`src/rtl/conv_pool_stage_pkg.sv`:
```
// Shared definitions for the convolution pooling stage.
// Holds the derived geometry functions (conv output edge, pooled edge, samples per
// image), the stream FSM state encoding and a signed max helper.
package conv_pool_stage_pkg;

  // Widest sample the max helper supports; callers sign-extend into it.
  localparam int unsigned MaxWidth = 32;

  typedef enum logic [0:0] {
    StIdle,
    StStream
  } state_e;

  function automatic int unsigned calc_conv_out(input int unsigned image_size,
                                                input int unsigned kernel_size);
    return image_size - kernel_size + 1;
  endfunction

  function automatic int unsigned calc_pool_out(input int unsigned image_size,
                                                input int unsigned kernel_size);
    return calc_conv_out(image_size, kernel_size) / 2;
  endfunction

  function automatic int unsigned calc_samples(input int unsigned image_size);
    return image_size * image_size;
  endfunction

  function automatic logic signed [MaxWidth-1:0] smax(input logic signed [MaxWidth-1:0] a,
                                                      input logic signed [MaxWidth-1:0] b);
    return (b > a) ? b : a;
  endfunction

endpackage

```
`src/rtl/conv_pool_stage_line_buffer.sv`:
```
// pool_line_buffer: one row of horizontal pair maxima awaiting the odd conv row.
// Ports:
//   clk_i    clock
//   we_i     write enable (synchronous)
//   addr_i   entry index (cc>>1), shared by write and read
//   wdata_i  pair maximum to store
//   rdata_o  combinational read of entry addr_i
// Contents are never cleared; every entry is written on an even conv row before the
// odd row reads it.
module pool_line_buffer #(
  parameter int unsigned DataWidth = 16,
  parameter int unsigned Depth     = 12,
  localparam int unsigned AddrW    = (Depth > 1) ? $clog2(Depth) : 1
) (
  input  logic                 clk_i,
  input  logic                 we_i,
  input  logic [AddrW-1:0]     addr_i,
  input  logic [DataWidth-1:0] wdata_i,
  output logic [DataWidth-1:0] rdata_o
);

  logic [DataWidth-1:0] mem_q [Depth];

  always_ff @(posedge clk_i) begin
    if (we_i) begin
      mem_q[addr_i] <= wdata_i;
    end
  end

  assign rdata_o = mem_q[addr_i];

endmodule

```
`src/rtl/conv_pool_stage.sv`:
```
// conv_pool_stage: tracks the image position of the raw convolution stream, drops
// samples whose window overhangs the image edge, optionally applies ReLU, and performs
// 2x2 stride-2 max pooling.
// Ports:
//   clk          clock
//   reset        synchronous active-high reset
//   start        pulse marking the cycle conv_result carries image pixel 0
//   conv_result  signed convolution sample, one per cycle
//   out_data     signed pooled value
//   out_valid    one-cycle qualifier for out_data
//   out_last     high with the final pooled value of an image
//   busy         high while an image stream is being consumed
// Build option: define CONV_POOL_RELU_EN to clamp negative samples to 0 before pooling.
// DATA_WIDTH must not exceed 32.
module conv_pool_stage
  import conv_pool_stage_pkg::*;
#(
  parameter int unsigned DATA_WIDTH  = 16,
  parameter int unsigned KERNEL_SIZE = 5,
  parameter int unsigned IMAGE_SIZE  = 28
) (
  input  logic                  clk,
  input  logic                  reset,
  input  logic                  start,
  input  logic [DATA_WIDTH-1:0] conv_result,
  output logic [DATA_WIDTH-1:0] out_data,
  output logic                  out_valid,
  output logic                  out_last,
  output logic                  busy
);

  localparam int unsigned ConvOut = calc_conv_out(IMAGE_SIZE, KERNEL_SIZE);
  localparam int unsigned PoolOut = calc_pool_out(IMAGE_SIZE, KERNEL_SIZE);
  localparam int unsigned CntW    = (IMAGE_SIZE > 1) ? $clog2(IMAGE_SIZE) : 1;
  localparam int unsigned AddrW   = (PoolOut > 1) ? $clog2(PoolOut) : 1;

  state_e state_q, state_d;
  logic [CntW-1:0] row_q, row_d, col_q, col_d;
  logic active;

  logic [CntW-1:0] cr, cc;
  logic sample_ok;
  logic signed [DATA_WIDTH-1:0] sample_v, h_q, pair, pooled;
  logic [DATA_WIDTH-1:0] lb_rdata;
  logic lb_we, emit, emit_last;

  logic signed [DATA_WIDTH-1:0] out_data_q;
  logic out_valid_q, out_last_q;

  // Sample 0 is consumed in the IDLE cycle that sees start, so the counters already
  // sit at (0,0) there and advance exactly as they do in STREAM.
  always_comb begin
    state_d = state_q;
    row_d   = row_q;
    col_d   = col_q;
    active  = 1'b0;
    case (state_q)
      StIdle: begin
        if (start) begin
          active  = 1'b1;
          state_d = StStream;
        end
      end
      StStream: active = 1'b1;
      default: state_d = StIdle;
    endcase
    if (reset) begin
      active = 1'b0;
    end
    if (active) begin
      if (col_q == CntW'(IMAGE_SIZE - 1)) begin
        col_d = '0;
        if (row_q == CntW'(IMAGE_SIZE - 1)) begin
          row_d   = '0;
          state_d = StIdle;
        end else begin
          row_d = row_q + CntW'(1);
        end
      end else begin
        col_d = col_q + CntW'(1);
      end
    end
  end

  always_comb begin
    sample_ok = active && (row_q >= CntW'(KERNEL_SIZE - 1)) && (col_q >= CntW'(KERNEL_SIZE - 1));
    cr        = row_q - CntW'(KERNEL_SIZE - 1);
    cc        = col_q - CntW'(KERNEL_SIZE - 1);
    sample_v  = signed'(conv_result);
`ifdef CONV_POOL_RELU_EN
    if (sample_v < 0) begin
      sample_v = '0;
    end
`endif
    pair      = DATA_WIDTH'(smax(MaxWidth'(h_q), MaxWidth'(sample_v)));
    pooled    = DATA_WIDTH'(smax(MaxWidth'(signed'(lb_rdata)), MaxWidth'(pair)));
    lb_we     = sample_ok && cc[0] && !cr[0];
    emit      = sample_ok && cc[0] && cr[0];
    emit_last = (cr == CntW'(ConvOut - 1)) && (cc == CntW'(ConvOut - 1));
  end

  pool_line_buffer #(
    .DataWidth(DATA_WIDTH),
    .Depth    (PoolOut)
  ) u_line_buffer (
    .clk_i  (clk),
    .we_i   (lb_we),
    .addr_i (AddrW'(cc >> 1)),
    .wdata_i(pair),
    .rdata_o(lb_rdata)
  );

  always_ff @(posedge clk) begin
    if (reset) begin
      state_q     <= StIdle;
      row_q       <= '0;
      col_q       <= '0;
      out_data_q  <= '0;
      out_valid_q <= 1'b0;
      out_last_q  <= 1'b0;
    end else begin
      state_q     <= state_d;
      row_q       <= row_d;
      col_q       <= col_d;
      out_valid_q <= emit;
      out_last_q  <= emit && emit_last;
      if (emit) begin
        out_data_q <= pooled;
      end
    end
  end

  // Left-of-pair hold register; intentionally not reset, always written before use.
  always_ff @(posedge clk) begin
    if (sample_ok && !cc[0]) begin
      h_q <= sample_v;
    end
  end

  assign out_data  = out_data_q;
  assign out_valid = out_valid_q;
  assign out_last  = out_last_q;
  assign busy      = active;

endmodule

```
`config.mk`:
```
export PLATFORM = sky130hd
export DESIGN_NAME = conv_pool_stage
export DESIGN_NICKNAME = d
export VERILOG_FILES = /design/src/rtl/conv_pool_stage_pkg.sv /design/src/rtl/conv_pool_stage_line_buffer.sv /design/src/rtl/conv_pool_stage.sv
export SDC_FILE = /design/constraint.sdc
export NUM_CORES = 1
export LEC_CHECK = 0
export BUFFER_PORTS_ARGS = -buffer_cell sky130_fd_sc_hd__buf_2
export CAP_MARGIN = 0
export CORE_UTILIZATION = 56
export CTS_BUF_LIST = sky130_fd_sc_hd__clkbuf_8 sky130_fd_sc_hd__clkbuf_16
export DETAILED_ROUTE_END_ITERATION = 10
export PLACE_DENSITY = 0.84
export SLEW_MARGIN = 20
export SYNTH_ARGS = -nofsm -noshare
export SYNTH_HDL_FRONTEND = slang
export SYNTH_SLANG_ARGS = --single-unit
```
`constraint.sdc`:
```
create_clock -name clk -period 5.3 [get_ports clk]
set_input_delay 0.53 -clock clk [delete_from_list [all_inputs] [get_ports clk]]
set_output_delay 0.53 -clock clk [all_outputs]
set_load 0.005 [all_outputs]
```
=== Word level (Yosys, flattened, before mapping) ===
Memories as Yosys holds them, arrays and structs flattened.
Index checks and enable logic that the tools add are counted.

* Register bits: 45
* RAM bits: 192
* Input bits: 19
* Output and inout port bits: 19
* Logic and storage cells: 45
* Memories kept: 1

* Add/subtract/negate cells: 4
* Order comparisons: 4
* Eq/ne operators: 4
* Multiplexer cells: 13
* Bitwise gates (word level): 1
* Reduce and logical (&&, ||, !) cells: 11

{| class="wikitable"
|+ Memories
! name !! depth !! bits a word !! rd ports !! clocked after memory_dff !! write ports !! line !! text
|-
| u_line_buffer.mem_q || 12 || 16 || 1 || 0 || 1 || conv_pool_stage_line_buffer.sv:22 || <nowiki>logic [DataWidth-1:0] mem_q [Depth];</nowiki>
|}

{| class="wikitable"
|+ Operator list
! kind !! number
|-
| $gt A16 B16 Y1 || 2
|-
| $mux W16 || 2
|-
| $eq A5 B5 Y1 const B || 4
|-
| $add A5 B1 Y5 const B || 2
|-
| $ge A5 B3 Y1 const B || 2
|-
| $mux W5 || 2
|-
| $sub A5 B3 Y5 const B || 2
|-
| $logic_and A1 B1 Y1 || 8
|-
| $mux W1 || 8
|-
| $logic_not A1 Y1 || 2
|-
| $pmux W1 S2 || 1
|-
| $reduce_and A2 Y1 || 1
|-
| $not A1 Y1 || 1
|}

=== Longest topological paths before layout ===
* Word-level depth: 9
* Depth in mapped cells: 19
* Depth with buffers taken out: 16

=== By module ===
A second synthesis with hierarchy kept.

* Cell total of the unflattened synthesis: 671
* Area, all modules: 10502.6 µm²

{| class="wikitable"
|+ Modules (own cells, without submodules)
! module !! instances !! cells each !! area an instance (µm²) !! seq. area each (µm²)
|-
| pool_line_buffer || 1 || 381 || 7613.6 || 5765.5
|-
| conv_pool_stage || 1 || 290 || 2889.0 || 1061.0
|}

=== Worst setup path after synthesis ===
Ideal clock, no wire load.

* Path kind: register to register
* From: reg col_q[2]
* To: reg out_data_q[5], in the netlist out_data[5]
* Library setup time: 60 ps
* Arrival: 4574 ps
* Required time: 5240 ps
* Slack: 667 ps
* Cell stages (with the launch flop): 18
* Path buffers: 5
* Clock period less this slack: 4633 ps
* Cell sequence: dfxtp_1 buf_1 clkbuf_1 inv_1 ha_1 clkbuf_1 buf_1 mux2i_1 nor2_1 a21oi_1 ha_1 nand4_1 or2_2 a211oi_1 nor4_1 nor4_1 clkbuf_1 a221o_1

* Longest elaborated chain between the ends: 4
* Elaborated cells on any way between the ends: 8
* Classes of those cells: add/sub: 1; order compare: 2; mux: 1; reduce/logical: 3; memory: 1

{| class="wikitable"
|+ RTL lines
! element !! line !! text
|-
| start, declared || conv_pool_stage.sv:38 || <nowiki>logic [CntW-1:0] row_q, row_d, col_q, col_d;</nowiki>
|-
| start signal, assigned || conv_pool_stage.sv:124 || <nowiki>col_q <= col_d;</nowiki>
|-
| $sub A5 B3 Y5 or $ge A5 B3 Y1 (tied branches) || conv_pool_stage.sv:88, conv_pool_stage.sv:86 ||
|-
| $mem_v2 Z12 W16 or $logic_and A1 B1 Y1 (tied branches) || n/a ||
|-
| $gt A16 B16 Y1 or $logic_and A1 B1 Y1 (tied branches) || conv_pool_stage_pkg.sv:30, conv_pool_stage.sv:98 ||
|-
| $mux W16 or $logic_and A1 B1 Y1 (tied branches) || conv_pool_stage_pkg.sv:30, conv_pool_stage.sv:98 ||
|-
| end signal, assigned || conv_pool_stage.sv:128 || <nowiki>out_data_q <= pooled;</nowiki>
|-
| end, declared || conv_pool_stage.sv:47 || <nowiki>logic signed [DATA_WIDTH-1:0] out_data_q;</nowiki>
|}

Several ways; a longest one is shown, not always the timed one.
A chain may end at the register's enable or synchronous reset.

=== Worst setup path after layout ===
* From: reg h_q[15]
* To: reg out_data_q[3], in the netlist out_data[3]

* Longest elaborated chain between the ends: 4

{| class="wikitable"
|+ RTL lines
! element !! line !! text
|-
| start, declared || conv_pool_stage.sv:43 || <nowiki>logic signed [DATA_WIDTH-1:0] sample_v, h_q, pair, pooled;</nowiki>
|-
| start signal, assigned || conv_pool_stage.sv:136 || <nowiki>h_q <= sample_v;</nowiki>
|-
| $gt A16 B16 Y1 || conv_pool_stage_pkg.sv:30 || <nowiki>return (b > a) ? b : a;</nowiki>
|-
| $mux W16 || conv_pool_stage_pkg.sv:30 ||
|-
| named net pair[10] || conv_pool_stage.sv:43 ||
|-
| $gt A16 B16 Y1 || conv_pool_stage_pkg.sv:30 ||
|-
| $mux W16 || conv_pool_stage_pkg.sv:30 ||
|}

The timed path passes the listed nets, and every way through them passes these cells.

==> metrics.md <==
| Metric | Value |
|---|---|
| CTS tree | `built` |
| I/O Pins | `38` |
| Critical-path top delay cell | `mux2_2` |
| Fill count | `1141` |
| Combinational power share | `6.1%` |
| DR WL/cell | `24.2 um` |
| R2r endpoint | `out_data[3]` |
| Hold Fails Final Rpt | `0` |
| Maximum fanout along the worst path | `15` |
| Synthesized area per cell | `16.8 sq um` |
| Hold Path End | `h_q[15]` |
| Peak supply drop | `283 uV` |
| Chip width | `136 um` |
| Outcome | `finished clean` |
| Vias in the first global route | `5730` |
| Post_cts resized | `0` |
| I/O Buffers | `37` |
| M1 GR Usage | `32.6%` |
| Ys flop type | `edfxtp_1` |
| GRT Resource Usage Total | `24.6%` |
| P_int | `3.12 mW` |
| Crit path DAT | `5310 ps` |
| Root Driver | `clkbuf_16` |
| CTS Buffer Depth | `3` |
| Antenna Cells | `0` |
| Pleak | `3.93 nW` |
| Core Region | `17400 sq um` |
| Period utilisation layout | `93.1%` |
| Worst min path class | `primary input to flip-flop` |
| Hold buffers post-CTS | `0` |
| Crit-path cells | `inv_1 > ha_1 > nand4_1 > or3_4 > nor4_4 > or4b_1 > o221a_1 > mux2_2 > ha_1 > nand4_1 > or2_2 > o32ai_1 > nor4_2 > buf_4 > a221o_1` |
| Post-synth EDFFs | `208` |
| Final Slew Violations | `0` |
| Sequential Area | `6830 sq um` |
| Crit Path Class | `flip-flop to flip-flop` |
| Most frequent cells in the layout | `edfxtp_1 (208), nor2_1 (54), mux4_2 (48)` |
| Reg-to-reg startpoint | `h_q[15]` |
| HP Start | `conv_result[15]` |
| #FFs+latches synth | `237` |
| Worst reg2reg setup slack | `370 ps` |
| Final nets | `717` |
| Pwr/cell area | `346 nW/um^2` |
| Synthesized area | `10100 sq um` |
| # rows | `48` |
| Final Wtd Congestion | `0.875` |
| Post-route clock skew | `16.8 ps` |
| Final Core Density | `65.3%` |
| NetSw | `0.806 mW` |
| DR pass1 iterations | `5` |
| Layout cells sized above 1 | `24.9%` |
| Antenna-violating nets left | `0` |
| Grt ovf | `0` |
| Vias per cell | `6.30` |
| Critical Path Max Stage Delay | `520 ps` |
| Die area | `18500 sq um` |
| Initial Util | `57.8%` |
| Setup bufs post-CTS | `0` |
| Crit end category | `flip-flop` |
| Critical path launch point type | `flip-flop` |
| Min Tclk post-route | `4930 ps` |
| Leading cell type in the layout, fill and taps excluded | `edfxtp_1` |
| First-pass GRT wire length | `33.2 mm` |
| CTS clk-pin slew, worst paths | `60 ps` |
| Final Setup Violations | `0` |
| Worst Tran Pin Value | `861 ps` |
| Total clock sinks | `237` |
| YS warnings | `0` |
| Vias | `5665` |
| Synth cell types | `51` |
| Largest net degree at the start of global routing | `60` |
| Max Clock Freq | `203 MHz` |
| FFs w/ async S/R, synth | `0%` |
| Fin Setup TNS | `0 ps` |
| H-Tree Depth | `1` |
| Worst skew pair latency | `510 ps` |
| Layout area overhead | `13.0%` |
| Met3 usage | `5.97%` |
| Unrepaired setup endpoints after global routing | `false` |
| Multi-input combinational cell area | `3060 sq um` |
| Hold-critical path depth | `1` |
| CTS Buf Count | `22` |
| Req. time, crit path | `5680 ps` |
| Hpwl dp | `13.5 mm` |
| Die height | `136 um` |
| Syn Inst Count | `599` |
| Initial DRC count | `609` |
| Flop pwr share | `52.2%` |
| Post-synthesis net count | `658` |
| Clock power share | `41.7%` |
| WL final | `21.7 mm` |
| Initial antenna violation count | `0` |
| Sequential share of the synthesized area | `67.8%` |
| Max-slew headroom | `42.6%` |
| FF-to-FF path depth | `15` |
| Layer with the highest usage | `met2` |
| DRC | `0` |
| Switching power share of the total | `20.5%` |
| Number of max-cap violations | `0` |
| Met2 Usage GRT | `40.6%` |
## through the flow
| step | hold WS [ps] | worst slack (ps) | cells | power, mW | cell area, sq um |
|---|---|---|---|---|---|
| after global placement | 471 | 409 | 859 | 2.31 | 10600 |
| after detailed placement | 469 | 123 | 859 | 2.33 | 10600 |
| final | 232 | 365 | 899 | 3.93 | 11400 |
| after floorplan | 457 | 667 | 599 | 2.26 | 10100 |
| after CTS | 218 | 287 | 899 | 3.95 | 11400 |
| after global routing | 218 | 84.7 | 899 | 4.03 | 11400 |
## metal layers
metal	share of wire (%)	vias to the layer above
li1	-	2495
met4	1.9	0
met3	9.2	39
met1	39	2861
met5	0	-
met2	50	270
## Yosys cell counts (2+ instances only)
cell type	number	share of area [%]
mux4_2	48	11
mux2_2	6	0.67
nand4_1	7	0.43
a21oi_1	35	1.7
a211oi_1	2	0.15
a21o_1	3	0.22
a221o_1	15	1.5
nand3_1	9	0.45
o211ai_1	2	0.15
a31oi_1	2	0.12
mux2i_1	17	1.7
inv_1	27	1.0
o21ai_0	6	0.30
nor2_1	55	2.1
edfxtp_1	208	62
buf_1	6	0.22
mux2_4	9	1.3
ha_1	40	5.0
dfxtp_1	29	5.8
clkbuf_1	12	0.45
nor4_1	3	0.19
nor3_1	12	0.60
buf_2	3	0.15
nand2_1	16	0.60
## sequential cells by signal, summed over array words and instances (netlist names)
name                 flops
state_q                  1
h_q                     16
row_q                    5
out_data                16
u_line_buffer.mem_q    192
col_q                    5
out_valid                1
out_last                 1
## critical path: cells and delay by family, from the launching register on
kind / cells / cell delay (ps)
AOI/OAI and AO/OA: 3 / 1330
adders and majority gates: 2 / 700
buffers and inverters: 2 / 260
DFF: 1 / 360
muxes: 1 / 520
and+or+nand+nor: 7 / 1620
## how the worst max path moves through the flow
stage                                from           to  depth (start not counted)
final                             h_q[15]  out_data[3]                         15
after global routing              h_q[15]  out_data[3]                         17
after CTS                         h_q[15]  out_data[3]                         17
after detailed placement  conv_result[15]  out_data[9]                         17
after global placement    conv_result[15]  out_data[4]                         17
after floorplan                  col_q[2]  out_data[5]                         17
## power groups by stage
stage | registers, mW | logic, mW | clock network (mW)
2_1_floorplan | 2.08 | 0.181 | 0
5_1_grt | 2.05 | 0.260 | 1.72
6_report | 2.05 | 0.239 | 1.64
3_3_place_gp | 2.09 | 0.220 | 0
4_1_cts | 2.05 | 0.238 | 1.65
3_5_place_dp | 2.09 | 0.233 | 0
## cell families (layout without fill, tap and decap cells)
| family | Yosys count | after routing | synth area share, % |
|---|---|---|---|
| xor gates and xnor gates | 1 | 1 | 0.0870 |
| DFF | 237 | 237 | 67.8 |
| AOI/OAI and AO/OA | 75 | 75 | 5.01 |
| and+or+nand+nor | 116 | 116 | 5.54 |
| buffers and inverters | 50 | 125 | 2.14 |
| adders and majority gates | 40 | 40 | 4.97 |
| muxes | 80 | 80 | 14.4 |
## layout make-up
class | count | share of cell area, %
clock buffer | 23 | 5.06
clock inverter | 17 | 1.58
inverter | 27 | 0.891
multi-input combinational | 312 | 26.9
sequential | 237 | 60.1
tap | 225 | 2.47
timing repair buffer | 58 | 3.01
(Power assumes the default switching activity.)
